--- config.mk ---
export PLATFORM = sky130hd
export DESIGN_NAME = bloom_scan_sequencer_flat
export DESIGN_NICKNAME = d
export VERILOG_FILES = /design/src/rtl/bloom_pkg.sv /design/src/rtl/bloom_scan_sequencer_if.sv /design/src/rtl/bloom_lat_counter.sv /design/src/rtl/bloom_scan_sequencer.sv /design/src/flat_wrapper.sv
export SDC_FILE = /design/constraint.sdc
export NUM_CORES = 2
export LEC_CHECK = 0
export CAP_MARGIN = 20
export CORE_AREA = 2 2 643 645
export DETAILED_ROUTE_END_ITERATION = 10
export DIE_AREA = 0 0 645 647
export SKIP_CTS_REPAIR_TIMING = 1
export SLEW_MARGIN = 20
export SYNTH_ARGS = -nofsm -noshare
export SYNTH_HDL_FRONTEND = slang
export SYNTH_SLANG_ARGS = --single-unit
--- constraint.sdc ---
create_clock -name clk -period 2.6 [get_ports clk]
set_input_delay 0.39 -clock clk [delete_from_list [all_inputs] [get_ports clk]]
set_output_delay 0.39 -clock clk [all_outputs]
set_load 0.02 [all_outputs]
--- src/rtl/bloom_pkg.sv ---
// Shared constants and state encoding for the
// bloom page-pattern scan path.
package bloom_pkg;

  localparam int NOP       = 4096;
  localparam int P_SIZE    = 12;
  localparam int PPB       = 64;
  localparam int NOB       = NOP / PPB;
  localparam int B_SIZE    = PPB * P_SIZE;
  localparam int NOB_WIDTH = 6;
  localparam int NOP_WIDTH = 12;

  typedef enum logic [2:0] {
    ST_IDLE  = 3'd0,
    ST_PRIME = 3'd1,
    ST_ISSUE = 3'd2,
    ST_WAIT  = 3'd3,
    ST_HOLD  = 3'd4,
    ST_CAP   = 3'd5,
    ST_PUT   = 3'd6,
    ST_DONE  = 3'd7
  } bloom_state_e;

  typedef logic [P_SIZE-1:0] pat_t;

  function automatic logic np_legal(
    input logic [2:0] np
  );
    return (np != 3'd0) && (np <= 3'd4);
  endfunction

endpackage

--- src/rtl/bloom_scan_sequencer_if.sv ---
// Command, fingerprint-store and finder signals
// of the scan sequencer bundled as one interface.
interface bloom_scan_sequencer_if;
  import bloom_pkg::*;

  logic              cmd_valid;
  logic              cmd_ready;
  logic [2:0]        cmd_np;
  pat_t              cmd_x1;
  pat_t              cmd_x2;
  pat_t              cmd_x3;
  pat_t              cmd_x4;

  logic              mem_rd_en;
  logic [NOB_WIDTH-1:0] mem_rd_addr;
  logic [B_SIZE-1:0] mem_rd_data;

  logic [NOB_WIDTH:0] b_idx;
  logic [B_SIZE-1:0] a;
  pat_t              x1;
  pat_t              x2;
  pat_t              x3;
  pat_t              x4;
  logic [2:0]        num_real_patterns;
  logic              put_global_array;

  logic              busy;
  logic              done;
  logic              err;

  // sequencer side
  modport slave (
    input  cmd_valid, cmd_np,
    input  cmd_x1, cmd_x2, cmd_x3, cmd_x4,
    input  mem_rd_data,
    output cmd_ready,
    output mem_rd_en, mem_rd_addr,
    output b_idx, a,
    output x1, x2, x3, x4,
    output num_real_patterns,
    output put_global_array,
    output busy, done, err
  );

  // host / store / finder side
  modport master (
    output cmd_valid, cmd_np,
    output cmd_x1, cmd_x2, cmd_x3, cmd_x4,
    output mem_rd_data,
    input  cmd_ready,
    input  mem_rd_en, mem_rd_addr,
    input  b_idx, a,
    input  x1, x2, x3, x4,
    input  num_real_patterns,
    input  put_global_array,
    input  busy, done, err
  );

endinterface

--- src/rtl/bloom_lat_counter.sv ---
// Loadable down-counter timing the store read
// latency; zero_o marks the last WAIT cycle.
module bloom_lat_counter #(
  parameter int LAT = 1
) (
  input  logic clk,
  input  logic rst,
  input  logic load_i,
  input  logic en_i,
  output logic zero_o
);

  localparam int CW = (LAT > 1) ? $clog2(LAT) : 1;

  logic [CW-1:0] cnt_q;
  logic [CW-1:0] cnt_d;

  // load on ISSUE, count down through WAIT
  always_comb begin
    cnt_d = cnt_q;
    if (load_i) begin
      cnt_d = CW'(LAT - 1);
    end else if (en_i && (cnt_q != '0)) begin
      cnt_d = cnt_q - CW'(1);
    end
  end

  // counter register
  always_ff @(posedge clk or negedge rst) begin
    if (!rst) begin
      cnt_q <= '0;
    end else begin
      cnt_q <= cnt_d;
    end
  end

  assign zero_o = (cnt_q == '0);

endmodule

--- src/rtl/bloom_scan_sequencer.sv ---
// Walks the fingerprint store block by block and
// feeds each block to the pattern finder.
module bloom_scan_sequencer
  import bloom_pkg::*;
#(
  parameter int MEM_LAT = 1
) (
  input  logic clk,
  input  logic rst,
  bloom_scan_sequencer_if.slave bus
);

  localparam logic [2:0] S_IDLE  = ST_IDLE;
  localparam logic [2:0] S_PRIME = ST_PRIME;
  localparam logic [2:0] S_ISSUE = ST_ISSUE;
  localparam logic [2:0] S_WAIT  = ST_WAIT;
  localparam logic [2:0] S_HOLD  = ST_HOLD;
  localparam logic [2:0] S_CAP   = ST_CAP;
  localparam logic [2:0] S_PUT   = ST_PUT;
  localparam logic [2:0] S_DONE  = ST_DONE;

  localparam logic [NOB_WIDTH-1:0] BLK_LAST =
    NOB_WIDTH'(NOB - 1);

  logic [2:0]           state_q;
  logic [2:0]           state_d;
  logic [NOB_WIDTH-1:0] blk_q;
  logic [NOB_WIDTH-1:0] blk_d;
  logic                 bad_q;
  logic                 bad_d;
  logic                 accept;
  logic                 lat_zero;

  logic                 cmd_ready_q;
  logic                 mem_rd_en_q;
  logic [NOB_WIDTH-1:0] rd_addr_q;
  logic                 put_q;
  logic                 busy_q;
  logic                 done_q;
  logic                 err_q;
  logic [NOB_WIDTH:0]   b_idx_q;
  logic [B_SIZE-1:0]    a_q;
  pat_t                 x1_q;
  pat_t                 x2_q;
  pat_t                 x3_q;
  pat_t                 x4_q;
  logic [2:0]           np_q;

  assign accept = cmd_ready_q & bus.cmd_valid;

  bloom_lat_counter #(
    .LAT (MEM_LAT)
  ) u_lat (
    .clk    (clk),
    .rst    (rst),
    .load_i (state_q == S_ISSUE),
    .en_i   (state_q == S_WAIT),
    .zero_o (lat_zero)
  );

  // scan sequencing
  always_comb begin
    state_d = state_q;
    blk_d   = blk_q;
    bad_d   = bad_q;
    unique case (state_q)
      S_IDLE: begin
        if (accept) begin
          blk_d   = '0;
          bad_d   = !np_legal(bus.cmd_np);
          state_d = bad_d ? S_DONE : S_PRIME;
        end
      end
      S_PRIME: state_d = S_ISSUE;
      S_ISSUE: state_d = S_WAIT;
      S_WAIT: begin
        if (lat_zero) begin
          state_d = S_HOLD;
        end
      end
      S_HOLD: state_d = S_CAP;
      S_CAP:  state_d = S_PUT;
      S_PUT: begin
        if (blk_q == BLK_LAST) begin
          state_d = S_DONE;
        end else begin
          blk_d   = blk_q + 1'b1;
          state_d = S_ISSUE;
        end
      end
      S_DONE:  state_d = S_IDLE;
      default: state_d = S_IDLE;
    endcase
  end

  // state, block pointer and legality flag
  always_ff @(posedge clk or negedge rst) begin
    if (!rst) begin
      state_q <= S_IDLE;
      blk_q   <= '0;
      bad_q   <= 1'b0;
    end else begin
      state_q <= state_d;
      blk_q   <= blk_d;
      bad_q   <= bad_d;
    end
  end

  // latch the command for the whole scan
  always_ff @(posedge clk or negedge rst) begin
    if (!rst) begin
      x1_q <= '0;
      x2_q <= '0;
      x3_q <= '0;
      x4_q <= '0;
      np_q <= '0;
    end else if (accept) begin
      x1_q <= bus.cmd_x1;
      x2_q <= bus.cmd_x2;
      x3_q <= bus.cmd_x3;
      x4_q <= bus.cmd_x4;
      np_q <= bus.cmd_np;
    end
  end

  // capture block slice on the last WAIT edge
  always_ff @(posedge clk or negedge rst) begin
    if (!rst) begin
      a_q     <= '0;
      b_idx_q <= '0;
    end else if ((state_q == S_WAIT) && lat_zero) begin
      a_q     <= bus.mem_rd_data;
      b_idx_q <= {1'b0, blk_q};
    end
  end

  // registered control outputs, aligned to state
  always_ff @(posedge clk or negedge rst) begin
    if (!rst) begin
      cmd_ready_q <= 1'b0;
      mem_rd_en_q <= 1'b0;
      rd_addr_q   <= '0;
      put_q       <= 1'b0;
      busy_q      <= 1'b0;
      done_q      <= 1'b0;
      err_q       <= 1'b0;
    end else begin
      cmd_ready_q <= (state_d == S_IDLE);
      mem_rd_en_q <= (state_d == S_ISSUE);
      if (state_d == S_ISSUE) begin
        rd_addr_q <= blk_d;
      end
      put_q  <= (state_d == S_PUT);
      busy_q <= (state_d != S_IDLE) &&
                (state_d != S_DONE);
      done_q <= (state_d == S_DONE);
      err_q  <= (state_d == S_DONE) && bad_d;
    end
  end

  assign bus.cmd_ready         = cmd_ready_q;
  assign bus.mem_rd_en         = mem_rd_en_q;
  assign bus.mem_rd_addr       = rd_addr_q;
  assign bus.b_idx             = b_idx_q;
  assign bus.a                 = a_q;
  assign bus.x1                = x1_q;
  assign bus.x2                = x2_q;
  assign bus.x3                = x3_q;
  assign bus.x4                = x4_q;
  assign bus.num_real_patterns = np_q;
  assign bus.put_global_array  = put_q;
  assign bus.busy              = busy_q;
  assign bus.done              = done_q;
  assign bus.err               = err_q;

  a_stable_a: assert property (
    @(posedge clk) disable iff (!rst)
    ((state_q == S_CAP) || (state_q == S_PUT))
    |-> $stable(a_q)
  );

endmodule

--- src/flat_wrapper.sv ---
// flat-port wrapper written by rule: the top's interface ports become plain ports
module bloom_scan_sequencer_flat import bloom_pkg::*;
#(
  parameter int MEM_LAT = 1
)
  (clk, rst, bus_cmd_valid, bus_cmd_np, bus_cmd_x1, bus_cmd_x2, bus_cmd_x3, bus_cmd_x4, bus_mem_rd_data, bus_cmd_ready, bus_mem_rd_en, bus_mem_rd_addr, bus_b_idx, bus_a, bus_x1, bus_x2, bus_x3, bus_x4, bus_num_real_patterns, bus_put_global_array, bus_busy, bus_done, bus_err);
  bloom_scan_sequencer_if bus_i ();
  input  logic clk;
  input  logic rst;
  input wire logic [$bits(bus_i.cmd_valid)-1:0] bus_cmd_valid;
  input wire logic [$bits(bus_i.cmd_np)-1:0] bus_cmd_np;
  input wire logic [$bits(bus_i.cmd_x1)-1:0] bus_cmd_x1;
  input wire logic [$bits(bus_i.cmd_x2)-1:0] bus_cmd_x2;
  input wire logic [$bits(bus_i.cmd_x3)-1:0] bus_cmd_x3;
  input wire logic [$bits(bus_i.cmd_x4)-1:0] bus_cmd_x4;
  input wire logic [$bits(bus_i.mem_rd_data)-1:0] bus_mem_rd_data;
  output wire logic [$bits(bus_i.cmd_ready)-1:0] bus_cmd_ready;
  output wire logic [$bits(bus_i.mem_rd_en)-1:0] bus_mem_rd_en;
  output wire logic [$bits(bus_i.mem_rd_addr)-1:0] bus_mem_rd_addr;
  output wire logic [$bits(bus_i.b_idx)-1:0] bus_b_idx;
  output wire logic [$bits(bus_i.a)-1:0] bus_a;
  output wire logic [$bits(bus_i.x1)-1:0] bus_x1;
  output wire logic [$bits(bus_i.x2)-1:0] bus_x2;
  output wire logic [$bits(bus_i.x3)-1:0] bus_x3;
  output wire logic [$bits(bus_i.x4)-1:0] bus_x4;
  output wire logic [$bits(bus_i.num_real_patterns)-1:0] bus_num_real_patterns;
  output wire logic [$bits(bus_i.put_global_array)-1:0] bus_put_global_array;
  output wire logic [$bits(bus_i.busy)-1:0] bus_busy;
  output wire logic [$bits(bus_i.done)-1:0] bus_done;
  output wire logic [$bits(bus_i.err)-1:0] bus_err;
  assign bus_i.cmd_valid = bus_cmd_valid;
  assign bus_i.cmd_np = bus_cmd_np;
  assign bus_i.cmd_x1 = bus_cmd_x1;
  assign bus_i.cmd_x2 = bus_cmd_x2;
  assign bus_i.cmd_x3 = bus_cmd_x3;
  assign bus_i.cmd_x4 = bus_cmd_x4;
  assign bus_i.mem_rd_data = bus_mem_rd_data;
  assign bus_cmd_ready = bus_i.cmd_ready;
  assign bus_mem_rd_en = bus_i.mem_rd_en;
  assign bus_mem_rd_addr = bus_i.mem_rd_addr;
  assign bus_b_idx = bus_i.b_idx;
  assign bus_a = bus_i.a;
  assign bus_x1 = bus_i.x1;
  assign bus_x2 = bus_i.x2;
  assign bus_x3 = bus_i.x3;
  assign bus_x4 = bus_i.x4;
  assign bus_num_real_patterns = bus_i.num_real_patterns;
  assign bus_put_global_array = bus_i.put_global_array;
  assign bus_busy = bus_i.busy;
  assign bus_done = bus_i.done;
  assign bus_err = bus_i.err;
  bloom_scan_sequencer #(.MEM_LAT(MEM_LAT)) u_core (.clk(clk), .rst(rst), .bus(bus_i));
endmodule
==> qor.csv <==
stage;metric;value;unit
worst_setup_path;Slowest-stage cell, CP;clkdlybuf4s50_1;
logic_synthesis;Post-synth top cells;848 x dfrtp_1, 830 x mux2_2, 91 x buf_2;
placement;PortBufs;1658;
logic_synthesis;Area contributors post-synth;dfrtp_1 67%, mux2_2 30%, buf_2 1.4%;
logic_synthesis;#FFs+latches synth;848;
route;Pre-antenna DRT Iters;5;
timing;final hold slack;0.109;ns
worst_setup_path;Max stage delay on crit path;0.91;ns
worst_setup_path;Worst Path Required;2.21;ns
clock_network;CTS Buf Count;122;
die;Initial Utilization;7.66;%
logic_synthesis;Syn. warnings;0;
timing;RSZ-0062 raised after global routing;false;
global_route;first-pass GRT wire length;380000;um
die;Die Ht;647;um
clock_network;Worst-Skew Late Latency;0.87;ns
power_and_ir_drop;P_leak;0.0229;uW
worst_setup_path;Setup crit start kind;flip-flop;
logic_synthesis;Netlist cell types;38;
power_and_ir_drop;Power Density;1470;mW/mm2
layout;final non-filler cell total;9284;
run_status;outcome;completed;
worst_setup_path;critical path data arrival time;2.18;ns
min_path;Hold Crit Class;in -> reg;
timing;final worst slack;0.0300;ns
min_path;Hold Crit Start;bus_mem_rd_data[463];
logic_synthesis;async set-reset flop share out of synthesis;100;%
layout;share of cells above drive strength 1;31.7;%
clock_network;clk buf depth;4;
worst_setup_path;Worst Setup Path Type;reg -> out;
worst_setup_path;crit-path max FO;2;
logic_synthesis;Post-synth EDFFs;0;
route;# DRC;0;
die;I/O pin count;1660;
logic_synthesis;top cell type by total area after synthesis;dfrtp_1;
die;Die Area;0.417;mm2
worst_setup_path;CP top delay family;buffers and inverters;
route;antenna viol nets, final;0;
worst_setup_path;Buf/Inv on CP;1;
placement;Placed Cells;8958;
route;Vias/cell;2.74;
route;Routed WL;323000;um
logic_synthesis;Synth top area share;67.4;%
worst_setup_path;crit end category;output pin;
timing;Pins Over Slew Limit;0;
timing;final cycle utilization of the critical path;98.8;%
worst_setup_path;Critical Path, Cell by Cell;clkdlybuf4s50_1;
power_and_ir_drop;VDD IR-drop max;627;uV
die;Core Region;0.411;mm2
clock_network;clock sink count;848;
timing;Period minus WS final;2.57;ns
placement;GPL Wtd Cong;0.910;
clock_network;clock tree from TritonCTS;built;
timing;actual slew at the worst max-slew pin;0.875;ns
placement;DP HPWL;290000;um
worst_setup_path;Worst R2R Setup Slack;0.24;ns
timing;Fin. Hold Viols;0;
global_route;initial antenna violation count;424;
layout;Syn-to-layout area delta;90.7;%
worst_setup_path;Setup crit start;u_core.bus.a[570];
logic_synthesis;top-count cell post-synth;dfrtp_1;
power_and_ir_drop;Final Total Pwr;88400;uW
global_route;vias in the first global route;25032;
clock_network;H-tree depth;3;
logic_synthesis;Syn Area/Cell;17.1;um2
timing;setup_tns;0;ns
clock_network;CTS Root Cell;clkbuf_16;
logic_synthesis;post-synth net total;2662;
route;DRT iter0 DRCs;1469;
timing;fmax;389;MHz
die;chip width;645;um
timing;Setup Skew;0.0617;ns
route;drt wl/cell;34.8;um
die;row count;236;
global_route;Congestion Overflow GR;0;
global_route;Tot GR Track Use;14.9;%
timing;Rel. slew slack;41.7;%
flow_run;max-cap viol count;0;
global_route;largest net degree at the start of global routing;68;
logic_synthesis;post-synthesis sequential area ratio;67.4;%
clock_network;Worst-path clk slew;0.06;ns
layout;nets;4432;
logic_synthesis;Synth Instances;1839;
worst_setup_path;FF-to-FF Start;u_core.state_q[1];
logic_synthesis;top_reg_cell synth;dfrtp_1;
route;vias post-DR;25426;
logic_synthesis;Mapped Area;0.0315;mm2
timing;final setup fails;0;
placement;worst slack, placed;0.228;ns
[path summary, 6_finish.rpt]
path | cells past startpoint | endpoint
worst min-delay path | 2 | u_core.bus.a[463]
min in group asynchronous | 2 | u_core.bus.a[686]
worst max-delay path | 1 | bus_a[570]
worst max register to register | 5 | u_core.bus.a[42]
worst min register to register | 1 | u_core.bus.x2[2]
max in group asynchronous | 4 | u_core.bus.a[85]
[power by group]
| group | total (uW) | internal, uW | switching (uW) |
|---|---|---|---|
| registers | 24500 | 20100 | 4400 |
| logic | 45800 | 20100 | 25700 |
| clock network | 18100 | 10800 | 7280 |
| total | 88400 | 51000 | 37400 |
[metal layers]
metal,track usage (%),share of wire [%]
met2,23.2,44
met5,0,0.53
met1,14.8,34
met4,4.13,3.6
met3,12.9,19
[cells by family (layout without fill, tap and decap cells)]
group,count (synthesis),after routing,share of synthesized area [%]
compound gates,19,19,0.433
fa+ha+maj,1,1,0.0397
buf+inv,102,1970,1.59
flops,848,848,67.4
mux,836,836,29.9
other cells,1,104,0.0119
simple gates,32,32,0.624
[layout by cell type, fill, tap and decap left out, types with 2 or more instances in the layout]
cell type,n
clkdlybuf4s50_1,1566
dfrtp_1,848
mux2_2,830
clkbuf_16,123
diode_2,103
buf_4,97
dlymetal6s2s_1,42
buf_12,36
clkbuf_8,21
clkbuf_1,19
bufinv_16,15
clkinv_2,15
clkinv_4,10
nor2_1,9
inv_6,8
clkinvlp_4,7
o21ai_0,6
mux2i_1,5
inv_1,5
nand2_1,3
o211ai_1,3
nand2b_1,2
nand3_1,2
a21boi_0,2
nor2b_1,2
[per-stage QoR]
step / cell area (um2) / util (%)
after global placement: 55400 / 13.5
after floorplan: 31500 / -
after global routing: 59900 / 14.6
after CTS: 59700 / 14.5
final: 60000 / 14.6
after detailed placement: 55400 / 13.5
[sequential cells by signal, summed over array words and instances (netlist names), 3 cells and up]
register	cells
u_core.bus.a	768
u_core.blk_q	6
u_core.bus.mem_rd_addr	6
u_core.bus.x3	12
u_core.bus.x2	12
u_core.bus.b_idx	6
u_core.bus.x4	12
u_core.state_q	3
u_core.bus.x1	12
u_core.bus.num_real_patterns	3
[final cells by class]
class	instances	area [um2]
fill	45777	351000
sequential	848	21200
timing repair buffer	1743	17700
multi-input combinational	889	9770
tap	5474	6850
clock buffer	163	3440
clock inverter	59	813
antenna	103	258
inverter	5	18.8
Note: power is estimated with default switching activity, not from simulation.
